`config.mk`:
```
export PLATFORM = sky130hd
export DESIGN_NAME = alu_cmd_sequencer
export DESIGN_NICKNAME = d
export VERILOG_FILES = /design/src/rtl/alu_seq_pkg.sv /design/src/rtl/alu_seq_fifo.sv /design/src/rtl/alu_cmd_sequencer.sv
export SDC_FILE = /design/constraint.sdc
export NUM_CORES = 1
export LEC_CHECK = 0
export CAP_MARGIN = 20
export CORE_ASPECT_RATIO = 1.5
export CORE_UTILIZATION = 59
export CTS_CLUSTER_SIZE = 8
export DETAILED_ROUTE_END_ITERATION = 12
export PLACE_DENSITY = 0.95
export SYNTH_ARGS = -nofsm -noshare
export SYNTH_HDL_FRONTEND = slang
export SYNTH_SLANG_ARGS = --single-unit
```
`constraint.sdc`:
```
create_clock -name clk -period 4.45 [get_ports clk]
set_clock_uncertainty 0.2 [all_clocks]
set_input_delay 1.335 -clock clk [delete_from_list [all_inputs] [get_ports clk]]
set_output_delay 1.335 -clock clk [all_outputs]
set_load 0.1 [all_outputs]
```
`src/rtl/alu_seq_pkg.sv`:
```
// Shared definitions for the ALU command sequencer: opcode encodings,
// opcode legality, FSM states and the optional result reference model.
// Optional feature macro: ALU_SEQ_SELFCHECK_EN
package alu_seq_pkg;

  localparam logic [3:0] OP_ADD = 4'b0000;
  localparam logic [3:0] OP_SUB = 4'b0001;
  localparam logic [3:0] OP_NEG = 4'b0011;
  localparam logic [3:0] OP_AND = 4'b1000;
  localparam logic [3:0] OP_XOR = 4'b1001;
  localparam logic [3:0] OP_OR  = 4'b1010;
  localparam logic [3:0] OP_NOT = 4'b1011;
  localparam logic [3:0] OP_ROR = 4'b1100;
  localparam logic [3:0] OP_ROL = 4'b1101;
  localparam logic [3:0] OP_SHR = 4'b1110;
  localparam logic [3:0] OP_SHL = 4'b1111;

  typedef enum logic [1:0] {IDLE, WAIT, RESP} state_e;

  function automatic logic is_legal_op(input logic [3:0] op);
    case (op)
      OP_ADD, OP_SUB, OP_NEG, OP_AND, OP_XOR, OP_OR,
      OP_NOT, OP_ROR, OP_ROL, OP_SHR, OP_SHL: return 1'b1;
      default:                                return 1'b0;
    endcase
  endfunction

`ifdef ALU_SEQ_SELFCHECK_EN
  // Expected ALU output; rotates and shifts are by one bit, all mod 256.
  function automatic logic [7:0] exp_result(input logic [3:0] op,
                                            input logic [7:0] a,
                                            input logic [7:0] b);
    case (op)
      OP_ADD:  return a + b;
      OP_SUB:  return a - b;
      OP_NEG:  return ~a + 8'd1;
      OP_AND:  return a & b;
      OP_XOR:  return a ^ b;
      OP_OR:   return a | b;
      OP_NOT:  return ~a;
      OP_ROR:  return {a[0], a[7:1]};
      OP_ROL:  return {a[6:0], a[7]};
      OP_SHR:  return {1'b0, a[7:1]};
      OP_SHL:  return {a[6:0], 1'b0};
      default: return 8'h00;
    endcase
  endfunction
`endif

endpackage

```
`src/rtl/alu_seq_fifo.sv`:
```
// Synchronous command FIFO; pointers carry one extra wrap bit so that
// full and empty can be told apart without a separate count.
module alu_seq_fifo #(
  parameter int DEPTH = 4,
  parameter int W     = 24
) (
  input  logic         clk,
  input  logic         rst,
  input  logic         push_i,
  input  logic         pop_i,
  input  logic [W-1:0] wdata_i,
  output logic [W-1:0] rdata_o,
  output logic         full_o,
  output logic         empty_o
);

  localparam int AW = $clog2(DEPTH);

  logic [AW:0]  wr_ptr_q, rd_ptr_q;
  logic [W-1:0] mem_q [DEPTH];
  logic         do_push, do_pop;

  assign do_push = push_i && !full_o;
  assign do_pop  = pop_i && !empty_o;
  assign empty_o = (wr_ptr_q == rd_ptr_q);
  assign full_o  = (wr_ptr_q[AW] != rd_ptr_q[AW]) &&
                   (wr_ptr_q[AW-1:0] == rd_ptr_q[AW-1:0]);
  assign rdata_o = mem_q[rd_ptr_q[AW-1:0]];

  // Pointer registers advance on accepted push/pop.
  always_ff @(posedge clk or posedge rst) begin
    // NOTE: sequential state uses non-blocking (<=) so every register samples pre-edge values.
    if (rst) begin
      wr_ptr_q <= '0;
      rd_ptr_q <= '0;
    end else begin
      if (do_push) wr_ptr_q <= wr_ptr_q + 1'b1;
      if (do_pop)  rd_ptr_q <= rd_ptr_q + 1'b1;
    end
  end

  // Storage write port.
  always_ff @(posedge clk) begin
    // NOTE: storage is not reset; empty pointers make stale contents unobservable.
    if (do_push) mem_q[wr_ptr_q[AW-1:0]] <= wdata_i;
  end

endmodule

```
`src/rtl/alu_cmd_sequencer.sv`:
```
// Command-side initiator for the behavioural ALU: buffers commands, issues
// them one at a time, waits ALU_LAT edges, and returns tagged results.
// Optional feature macro: ALU_SEQ_SELFCHECK_EN (reference-model mismatch check).
module alu_cmd_sequencer
  import alu_seq_pkg::*;
#(
  parameter int DEPTH   = 4,
  parameter int ALU_LAT = 1,
  parameter int TAG_W   = 4
) (
  input  logic             clk,
  input  logic             rst,
  input  logic             cmd_valid,
  output logic             cmd_ready,
  input  logic [3:0]       cmd_op,
  input  logic [7:0]       cmd_a,
  input  logic [7:0]       cmd_b,
  input  logic [TAG_W-1:0] cmd_tag,
  output logic [7:0]       alu_a,
  output logic [7:0]       alu_b,
  output logic [3:0]       alu_s,
  input  logic [7:0]       alu_result,
  output logic             rsp_valid,
  input  logic             rsp_ready,
  output logic [7:0]       rsp_data,
  output logic [TAG_W-1:0] rsp_tag,
  output logic             rsp_err,
  output logic             rsp_zero,
  output logic             rsp_neg,
  output logic             busy
`ifdef ALU_SEQ_SELFCHECK_EN
  ,
  output logic             rsp_mismatch,
  output logic [7:0]       mismatch_cnt
`endif
);

  localparam int CMD_W = 20 + TAG_W;

  state_e             state_q, state_d;
  logic [3:0]         cnt_q, cnt_d;
  logic [7:0]         alu_a_q, alu_a_d, alu_b_q, alu_b_d;
  logic [3:0]         alu_s_q, alu_s_d;
  logic [7:0]         rsp_data_q, rsp_data_d;
  logic [TAG_W-1:0]   rsp_tag_q, rsp_tag_d;
  logic               rsp_err_q, rsp_err_d;
  logic               rsp_zero_q, rsp_zero_d;
  logic               rsp_neg_q, rsp_neg_d;
`ifdef ALU_SEQ_SELFCHECK_EN
  logic               mism_q, mism_d;
  logic [7:0]         mcnt_q, mcnt_d;
`endif

  logic               fifo_full, fifo_empty, fifo_pop;
  logic [CMD_W-1:0]   head;
  logic [3:0]         head_op;
  logic [7:0]         head_a, head_b;
  logic [TAG_W-1:0]   head_tag;

  alu_seq_fifo #(.DEPTH(DEPTH), .W(CMD_W)) u_fifo (
    .clk     (clk),
    .rst     (rst),
    .push_i  (cmd_valid && cmd_ready),
    .pop_i   (fifo_pop),
    .wdata_i ({cmd_op, cmd_a, cmd_b, cmd_tag}),
    .rdata_o (head),
    .full_o  (fifo_full),
    .empty_o (fifo_empty)
  );

  assign {head_op, head_a, head_b, head_tag} = head;

  // Next-state and issue/capture logic.
  always_comb begin
    // NOTE: every output of this block gets a default first, so no latch can be inferred.
    state_d    = state_q;
    cnt_d      = cnt_q;
    alu_a_d    = alu_a_q;
    alu_b_d    = alu_b_q;
    alu_s_d    = alu_s_q;
    rsp_data_d = rsp_data_q;
    rsp_tag_d  = rsp_tag_q;
    rsp_err_d  = rsp_err_q;
    rsp_zero_d = rsp_zero_q;
    rsp_neg_d  = rsp_neg_q;
    fifo_pop   = 1'b0;
`ifdef ALU_SEQ_SELFCHECK_EN
    mism_d     = mism_q;
    mcnt_d     = mcnt_q;
`endif
    case (state_q)
      IDLE: begin
        if (!fifo_empty) begin
          fifo_pop  = 1'b1;
          rsp_tag_d = head_tag;
          if (is_legal_op(head_op)) begin
            alu_a_d = head_a;
            alu_b_d = head_b;
            alu_s_d = head_op;
            cnt_d   = 4'(ALU_LAT);
            state_d = WAIT;
          end else begin
            // Illegal opcode is reported without touching the ALU.
            rsp_err_d  = 1'b1;
            rsp_data_d = 8'h00;
            rsp_zero_d = 1'b1;
            rsp_neg_d  = 1'b0;
`ifdef ALU_SEQ_SELFCHECK_EN
            mism_d     = 1'b0;
`endif
            state_d    = RESP;
          end
        end
      end
      WAIT: begin
        cnt_d = cnt_q - 4'd1;
        if (cnt_q == 4'd1) begin
          rsp_data_d = alu_result;
          rsp_err_d  = 1'b0;
          rsp_zero_d = (alu_result == 8'h00);
          rsp_neg_d  = alu_result[7];
`ifdef ALU_SEQ_SELFCHECK_EN
          mism_d = (alu_result != exp_result(alu_s_q, alu_a_q, alu_b_q));
          if (mism_d && mcnt_q != 8'hFF) mcnt_d = mcnt_q + 8'd1;
`endif
          state_d = RESP;
        end
      end
      RESP: begin
        if (rsp_ready) state_d = IDLE;
      end
      default: state_d = IDLE;
    endcase
  end

  // State, operand and response registers.
  always_ff @(posedge clk or posedge rst) begin
    if (rst) begin
      state_q    <= IDLE;
      cnt_q      <= '0;
      alu_a_q    <= '0;
      alu_b_q    <= '0;
      alu_s_q    <= '0;
      rsp_data_q <= '0;
      rsp_tag_q  <= '0;
      rsp_err_q  <= 1'b0;
      rsp_zero_q <= 1'b0;
      rsp_neg_q  <= 1'b0;
`ifdef ALU_SEQ_SELFCHECK_EN
      mism_q     <= 1'b0;
      mcnt_q     <= '0;
`endif
    end else begin
      state_q    <= state_d;
      cnt_q      <= cnt_d;
      alu_a_q    <= alu_a_d;
      alu_b_q    <= alu_b_d;
      alu_s_q    <= alu_s_d;
      rsp_data_q <= rsp_data_d;
      rsp_tag_q  <= rsp_tag_d;
      rsp_err_q  <= rsp_err_d;
      rsp_zero_q <= rsp_zero_d;
      rsp_neg_q  <= rsp_neg_d;
`ifdef ALU_SEQ_SELFCHECK_EN
      mism_q     <= mism_d;
      mcnt_q     <= mcnt_d;
`endif
    end
  end

  assign cmd_ready = !fifo_full;
  assign busy      = (state_q != IDLE) || !fifo_empty;
  assign rsp_valid = (state_q == RESP);
  assign alu_a     = alu_a_q;
  assign alu_b     = alu_b_q;
  assign alu_s     = alu_s_q;
  assign rsp_data  = rsp_data_q;
  assign rsp_tag   = rsp_tag_q;
  assign rsp_err   = rsp_err_q;
  assign rsp_zero  = rsp_zero_q;
  assign rsp_neg   = rsp_neg_q;
`ifdef ALU_SEQ_SELFCHECK_EN
  assign rsp_mismatch = mism_q;
  assign mismatch_cnt = mcnt_q;
`endif

endmodule

```
; Yosys cells after proc, flatten, opt, wreduce, memory -nomap -nowiden
; Memory sizes are Yosys's and may differ from the RTL's.
; Cells that the tools add are included.
; W data, S select, Z words.
[word_totals]
mem_count = 2
register_bits = 47
mem_bits_ro = 16
word_cells = 73
mem_bits_rw = 96
[memory_table]
columns = memory, depth, word_bits, read_ports, rd_ports_with_merged_regs, write_ports, line_no
row1 = u_fifo.mem_q, 4, 24, 1, 0, 1, alu_seq_fifo.sv:20  ; logic [W-1:0] mem_q [DEPTH];
row2 = (name not given), 16, 1, 1, 0, 0, alu_seq_pkg.sv:21  ; case (op)
[op_classes]
reduce_logical = 16
mux = 28
add_sub_neg = 3
n_bitwise = 1
eq_ne = 11
[ops]
columns = cell, count
row1 = $mux W8, 3
row2 = $pmux W8 S2, 1
row3 = $mux W1, 13
row4 = $reduce_and A3 Y1, 3
row5 = $logic_not A8 Y1, 1
row6 = $mux W2, 4
row7 = $mux W4, 2
row8 = $ne A2 B2 Y1 const B, 4
row9 = $pmux W4 S2, 1
row10 = $add A3 B1 Y3 const B, 2
row11 = $pmux W1 S2, 3
row12 = $pmux W2 S3, 1
row13 = $eq A4 B1 Y1 const B, 1
row14 = $logic_and A1 B1 Y1, 4
row15 = $reduce_and A4 Y1, 1
row16 = $reduce_bool A2 Y1, 2
row17 = $sub A4 B1 Y4 const B, 1
row18 = $eq A3 B3 Y1, 1
row19 = $eq A2 B1 Y1 const B, 1
row20 = $eq A2 B2 Y1, 1
row21 = $eq A2 B2 Y1 const B, 1
row22 = $logic_not A1 Y1, 2
row23 = $logic_not A2 Y1, 1
row24 = $ne A2 B1 Y1 const B, 1
row25 = 4 further kinds, 4

; Longest topological paths before layout
; Gate-level depths: netlist of the first run.
[depth]
depth_word = 7
mapped_depth = 8
ltp_nobuf = 6

; Modules after synthesis
; A second synthesis of the first run with hierarchy kept.
[hier_totals]
cells_unflattened = 311
area_unflattened_um2 = 5751.8
[modules_own_cells]
columns = mod, cells_per_inst, area_per_inst_um2, seq_area_each_um2, n_inst
row1 = alu_seq_fifo, 175, 3981.3, 3032.9, 1
row2 = alu_cmd_sequencer, 136, 1770.4, 1001.0, 1

; Worst setup path before layout of the first run
; OpenSTA, ideal clock, no wires.
[synth_path]
path_kind = register -> output
start = register state_q[0]
end = output rsp_valid
setup_slack_ns = 1.059
arrival_ns = 1.856
stages_incl_launch_ff = 3
path_buffers = 1
path_cell_list = dfrtp_1 -> clkbuf_1 -> nor2_1
[synth_via]
elab_chain_cells = 1
[synth_lines]
columns = item, line_no
row1 = start: declaration, alu_cmd_sequencer.sv:40  ; state_e state_q, state_d;
row2 = start signal: assignment, alu_cmd_sequencer.sv:154  ; state_q <= state_d;
row3 = $eq A2 B2 Y1, alu_cmd_sequencer.sv:173  ; assign rsp_valid = (state_q == RESP);
row4 = end: declaration, alu_cmd_sequencer.sv:23  ; output logic rsp_valid,
; Every way passes these cells.

; Worst setup path after layout of the first run
[layout_path]
start = register alu_a_q[2], in the netlist alu_a[2]
end = output alu_a[2]
[layout_rtl]
columns = item, line_no
row1 = start: declaration, alu_cmd_sequencer.sv:42  ; logic [7:0] alu_a_q, alu_a_d, alu_b_q, alu_b_d;
row2 = start signal: assignment, alu_cmd_sequencer.sv:156  ; alu_a_q <= alu_a_d;
row3 = end: declaration, alu_cmd_sequencer.sv:19  ; output logic [7:0] alu_a,
; No word-level cell between the ends.

==> results_dict.tcl, run 1 <==
set metrics [dict create \
    status "finished clean" \
    max_stage_delay_ns 1.16 \
    hold_viol 0 \
    root_buffer "clkbuf_16" \
    fp-row-count 43 \
    cts_tree "done" \
    cts.sinks 142 \
    multi_input_area_sq_mm 0.00142 \
    ios 74 \
    rsz0062_at_grt "false" \
    fmax_ghz 0.285 \
    end_kind "output pin" \
    gp_congestion 0.820 \
    coreArea_sq_mm 0.00920 \
    crit_required_ns 2.91 \
    dp_hpwl_um 6190 \
    ant_nets 0 \
    start_util_pct 60.6 \
    grt_pass1_vias 3040 \
    grt_antenna_before_repair 1 \
    postCtsHoldBufs 0 \
    yosysSeqAreaShare_pct 72.4 \
    final_max_slew_viol_count 0 \
    vias 2892 \
    die_w_um 81.4 \
    period_share_pct 78.8 \
    yosys.area.top_type_share_pct 51.7 \
    detailedRoute.firstPassIterationCount 5 \
    setup_tns_ns 0 \
    register_area_sq_mm 0.00404 \
    start_kind "register" \
    syn_inst 299 \
    path_clk_slew_ns 0.06 \
    path_max_fanout 2 \
    layout.cells.most_common "edfxtp_1" \
    drc_errors 0 \
    setup_viol 0 \
    cts_resized 0 \
    wire_per_inst_um 19.8 \
    ys_warn_count 0 \
    path_buf_inv 1 \
    finish.instance_area_sq_mm 0.00697 \
    timing_worst_setup_path_type "register to output pin" \
    maxCapViolations 0 \
    layout.nets 428 \
    crit_arrival_ns 1.97 \
    placed_cell_area_sq_mm 0.00641 \
    cts_buffer_depth 2 \
    die_h_um 121 \
    r2r_setup_slack_ns 1.26 \
    worstSkewPairLatency_ns 0.41 \
    area_delta_synth_final_pct 25.0 \
    drive_gt1_share_pct 22.4 \
    synth_area_per_cell_sq_um 18.6 \
    cts_setup_buffers 0 \
    timing.final.crit_period_ns 3.51 \
    grt_max_degree 27 \
    nFillCells 516 \
    htree_levels 4 \
    slew_headroom_pct 33.1 \
    cpLargestDelayFamily "buffers and inverters" \
    cts_buffers 17 \
    globalRouteOverflowTotal 0 \
    track_usage_pct 23.0 \
    synth-seq-cells 142 \
    hold_path_class "register to register" \
    syn_area_sq_mm 0.00558 \
    viasPerCell 5.67 \
    final_cell_mix "edfxtp_1, clkdlybuf4s50_1, dfrtp_1, nand2_1, mux4_2" \
    worstMarginPinSlew_ns 1.00 \
    grt_first_pass_wirelength_um 15600 \
    drtIter0Drc 167 \
    portBuffers 73 \
    wl_um 10100 \
    ys_types 35 \
    yosysTopAreaCell "edfxtp_1" \
    syn-num-nets 342 \
    cpMaxStageDelayCell "clkdlybuf4s50_1" \
    die_area_sq_mm 0.00985 \
    synth_area_leaders "edfxtp_1, dfrtp_1, mux4_2" \
    crit_path_cell_trace "clkdlybuf4s50_1" \
]
cell usage after synthesis:
| master | instances |
|---|---|
| nor3b_1 | 1 |
| o21bai_1 | 1 |
| nand2_1 | 23 |
| nor3_4 | 1 |
| a21oi_1 | 4 |
| mux2_4 | 16 |
| nor2b_1 | 3 |
| o31ai_1 | 1 |
| inv_1 | 9 |
| mux2_2 | 9 |
| buf_8 | 1 |
| mux4_1 | 2 |
| a21o_1 | 1 |
| o31a_1 | 1 |
| buf_4 | 1 |
| buf_6 | 3 |
| dfrtp_1 | 46 |
| o21ai_0 | 10 |
| clkbuf_1 | 4 |
| xor2_1 | 5 |
| xnor2_1 | 3 |
| edfxtp_1 | 96 |
| nor2_1 | 8 |
| buf_2 | 3 |
| nor3_1 | 1 |
| mux4_2 | 22 |
| nand2b_1 | 1 |
| and3_1 | 4 |
| a31oi_1 | 1 |
| buf_1 | 2 |
| a211o_1 | 2 |
| and2_1 | 3 |
| a21oi_2 | 1 |
| ha_1 | 7 |
| nor4_1 | 3 |
area by class of cell:
type                    instances  area share, %
well taps                     112           2.01
clock inverters                12           1.76
multi-input cells             134           20.4
flip-flops and latches        142           57.9
repair buffers                 81           11.2
diodes                          1         0.0359
clock buffers                  19           6.21
inverters                       9          0.485
registers in the layout (all words and copies together) (netlist names), 2 cells and up:
signal / cells
rsp_tag: 4
alu_a: 8
rsp_data: 7
cnt_q: 4
u_fifo.mem_q: 96
u_fifo.rd_ptr_q: 3
alu_s: 4
state_q: 2
u_fifo.wr_ptr_q: 3
alu_b: 8
layer usage:
metal  vias up  GRT usage [%]  share of wire [%]
met2       104           38.9                 55
li1       1304              -                  -
met1      1469           26.5                 38
met5         -              0                  0
met4         0           12.1                2.0
met3        15           5.49                4.5
metrics by stage:
stage / utilization, % / std cells / worst slack [ns] / hold WS [ns]
after floorplan: - / 299 / 1.06 / 0.260
after global placement: 69.7 / 478 / 1.31 / 0.270
after detailed placement: 69.7 / 478 / 1.24 / 0.278
after CTS: 75.8 / 509 / 0.910 / 0.291
after global routing: 75.8 / 510 / 0.867 / 0.314
final: 75.8 / 510 / 0.943 / 0.291
worst paths after layout:
| check | from | endpoint | cells after the start |
|---|---|---|---|
| worst max-delay path | alu_a[2]$_DFFE_PP0P_ | alu_a[2] | 1 |
| worst min-delay path | u_fifo.wr_ptr_q[2]$_DFFE_PP0P_ | u_fifo.wr_ptr_q[2]$_DFFE_PP0P_ | 1 |
| worst max register to register | u_fifo.rd_ptr_q[0]$_DFFE_PP0P_ | alu_s[2]$_DFFE_PP0P_ | 6 |
| worst min register to register | u_fifo.wr_ptr_q[2]$_DFFE_PP0P_ | u_fifo.wr_ptr_q[2]$_DFFE_PP0P_ | 1 |
| max in group asynchronous | rst | u_fifo.rd_ptr_q[0]$_DFFE_PP0P_ | 3 |
| min in group asynchronous | rst | alu_b[3]$_DFFE_PP0P_ | 2 |
kinds of logic (layout without fill, tap and decap cells):
logic type,after synthesis,after routing,synth area share [%]
adders and majority gates,7,7,1.57
muxes,49,49,16.0
and+or+nand+nor,48,48,4.17
buffers and inverters,23,121,2.29
DFF,142,142,72.4
other,0,1,0
AOI/OAI and AO/OA,22,22,2.40
xor gates and xnor gates,8,8,1.26
Power of run 1 is left out: the tool's default activity adds up to more than one toggle a clock period on the data nets, which glitch-free logic cannot reach.
==> run 2, diff against run 1 <==
--- a/config.mk
+++ b/config.mk
@@ -7,10 +7,10 @@
 export LEC_CHECK = 0
 export CAP_MARGIN = 20
 export CORE_ASPECT_RATIO = 1.5
-export CORE_UTILIZATION = 59
+export CORE_UTILIZATION = 54
 export CTS_CLUSTER_SIZE = 8
 export DETAILED_ROUTE_END_ITERATION = 12
-export PLACE_DENSITY = 0.95
+export PLACE_DENSITY = 0.89
 export SYNTH_ARGS = -nofsm -noshare
 export SYNTH_HDL_FRONTEND = slang
 export SYNTH_SLANG_ARGS = --single-unit
==> constraint.sdc (replaced) <==
create_clock -name clk -period 3.6 [get_ports clk]
set_clock_uncertainty 0.2 [all_clocks]
set_input_delay 1.08 -clock clk [delete_from_list [all_inputs] [get_ports clk]]
set_output_delay 1.08 -clock clk [all_outputs]
set_load 0.1 [all_outputs]
==> run 2 against run 1 <==
The flow now finishes with violations (DRC). Critical path depth is 3 higher. Worst hold slack worse by 0.0022 ns. Via count is 1.9% higher. Die area is 9.1% higher. Final cell count is 1.2% higher. Sequential cell count stayed put. Design area is 1.2% lower. Global-route usage is 1.4 points lower. Critical endpoint is now busy.
==> results_dict.tcl, run 2 (synthesis gave the netlist of run 1 again) <==
set metrics [dict create \
    status "finished, violations left" \
    violations "DRC" \
    setup_viol 0 \
    whs_ns 0.289 \
    fmax_ghz 0.309 \
    crit_required_ns 2.32 \
    rsz0062_at_grt "false" \
    root_buffer "clkbuf_16" \
    path_clk_slew_ns 0.05 \
    placed_cell_area_sq_mm 0.00636 \
    postCtsHoldBufs 0 \
    cts_setup_buffers 0 \
    cpMaxStageDelayCell "dfrtp_2" \
    final_cell_mix "edfxtp_1, dfrtp_1, buf_4, clkdlybuf4s50_1, nand2_1" \
    r2r_cells 7 \
    cts_tree "done" \
    layout.cells.most_common "edfxtp_1" \
    ios 74 \
    finish.instance_area_sq_mm 0.00689 \
    layout.nets 429 \
    start_kind "register" \
    viasPerCell 5.71 \
    largest_register_ffs 96 \
    worstSkewPairLatency_ns 0.41 \
    path_max_fanout 10 \
    final_max_slew_viol_count 0 \
    crit_arrival_ns 1.96 \
    cts_buffer_depth 2 \
    worstHoldStart "rsp_err$_DFFE_PP0P_" \
    wl_um 10500 \
    worstSetupPathDepth 4 \
    area_delta_synth_final_pct 23.5 \
    worstMarginPinSlew_ns 0.577 \
    dp_hpwl_um 6410 \
    coreArea_sq_mm 0.0101 \
    grt_first_pass_wirelength_um 16700 \
    r2r_start "u_fifo.rd_ptr_q[0]$_DFFE_PP0P_" \
    nFillCells 627 \
    cpLargestDelayFamily "simple AND/OR/NAND/NOR gates" \
    grt_antenna_before_repair 0 \
    fp-row-count 45 \
    hold_path_class "register to register" \
    hold_viol 0 \
    drtIter0Drc 267 \
    cp-startpoint "u_fifo.rd_ptr_q[0]$_DFFE_PP0P_" \
    portBuffers 73 \
    die_w_um 85.0 \
    period_share_pct 89.9 \
    end_kind "output pin" \
    crit_path_cell_trace "xor2_1 -> nor3_1 -> nand2_1 -> buf_12" \
    die_area_sq_mm 0.0107 \
    drive_gt1_share_pct 31.3 \
    drc_errors 6 \
    grt_max_degree 28 \
    maxCapViolations 0 \
    cts_buffers 17 \
    die_h_um 126 \
    wire_per_inst_um 20.3 \
    path_buf_inv 1 \
    cts_resized 0 \
    grt_pass1_vias 3218 \
    htree_levels 4 \
    worstHoldPathCells 1 \
    cts.sinks 142 \
    antenna_cells 0 \
    gp_congestion 0.741 \
    timing_worst_setup_path_type "register to output pin" \
    max_stage_delay_ns 0.52 \
    timing.final.crit_period_ns 3.24 \
    setup_tns_ns 0 \
    detailedRoute.firstPassIterationCount 9 \
    slew_headroom_pct 61.5 \
    dp_cells 484 \
    start_util_pct 55.3 \
    stdcell_count 516 \
    track_usage_pct 21.6 \
    globalRouteOverflowTotal 0 \
    ant_nets 0 \
    vias 2946 \
]
run 2: cell count changes in the layout (fill, tap and decap cells not counted), moves of 2 or more:
cell and change:
clkdlybuf4s50_1 -35, buf_4 +34, buf_12 +2, clkbuf_1 +3, clkinv_4 -3, clkinv_2 +5
clkinv_1 -2, clkinvlp_4 -2
run 2: layer usage:
| metal | routed length, um | vias to the layer above | track usage [%] |
|---|---|---|---|
| met5 | 0 | - | 0 |
| met4 | 255 | 0 | 11.4 |
| met3 | 559 | 18 | 6.83 |
| met2 | 5800 | 115 | 37.0 |
| met1 | 3840 | 1506 | 23.8 |
| li1 | - | 1307 | - |
run 2: worst paths after layout:
kind	to	slack, ns
worst max-delay path	busy	0.36
worst min-delay path	rsp_err$_DFFE_PP0P_	0.29
worst max register to register	alu_a[7]$_DFFE_PP0P_	0.70
worst min register to register	rsp_err$_DFFE_PP0P_	0.29
max in group asynchronous	rsp_data[5]$_DFFE_PP0P_	1.77
min in group asynchronous	alu_b[2]$_DFFE_PP0P_	0.85
run 2: metrics by stage:
stage          util (%)  worst slack, ns
4_1_cts            68.3            0.341
3_3_place_gp       63.1            0.738
6_report           68.3            0.363
5_1_grt            68.3            0.257
3_5_place_dp       63.1            0.697
2_1_floorplan         -            0.464
run 2: final cells by class:
cell class / count / area, sq um / share of cell area, %
Inverter: 9 / 33.8 / 0.491
Tap cell: 117 / 146 / 2.13
Clock inverter: 9 / 68.8 / 0.999
Timing Repair Buffer: 82 / 728 / 10.6
Sequential cell: 142 / 4040 / 58.6
Multi-Input combinational cell: 134 / 1420 / 20.6
Clock buffer: 23 / 458 / 6.65
Power of run 2 is left out for the same reason.
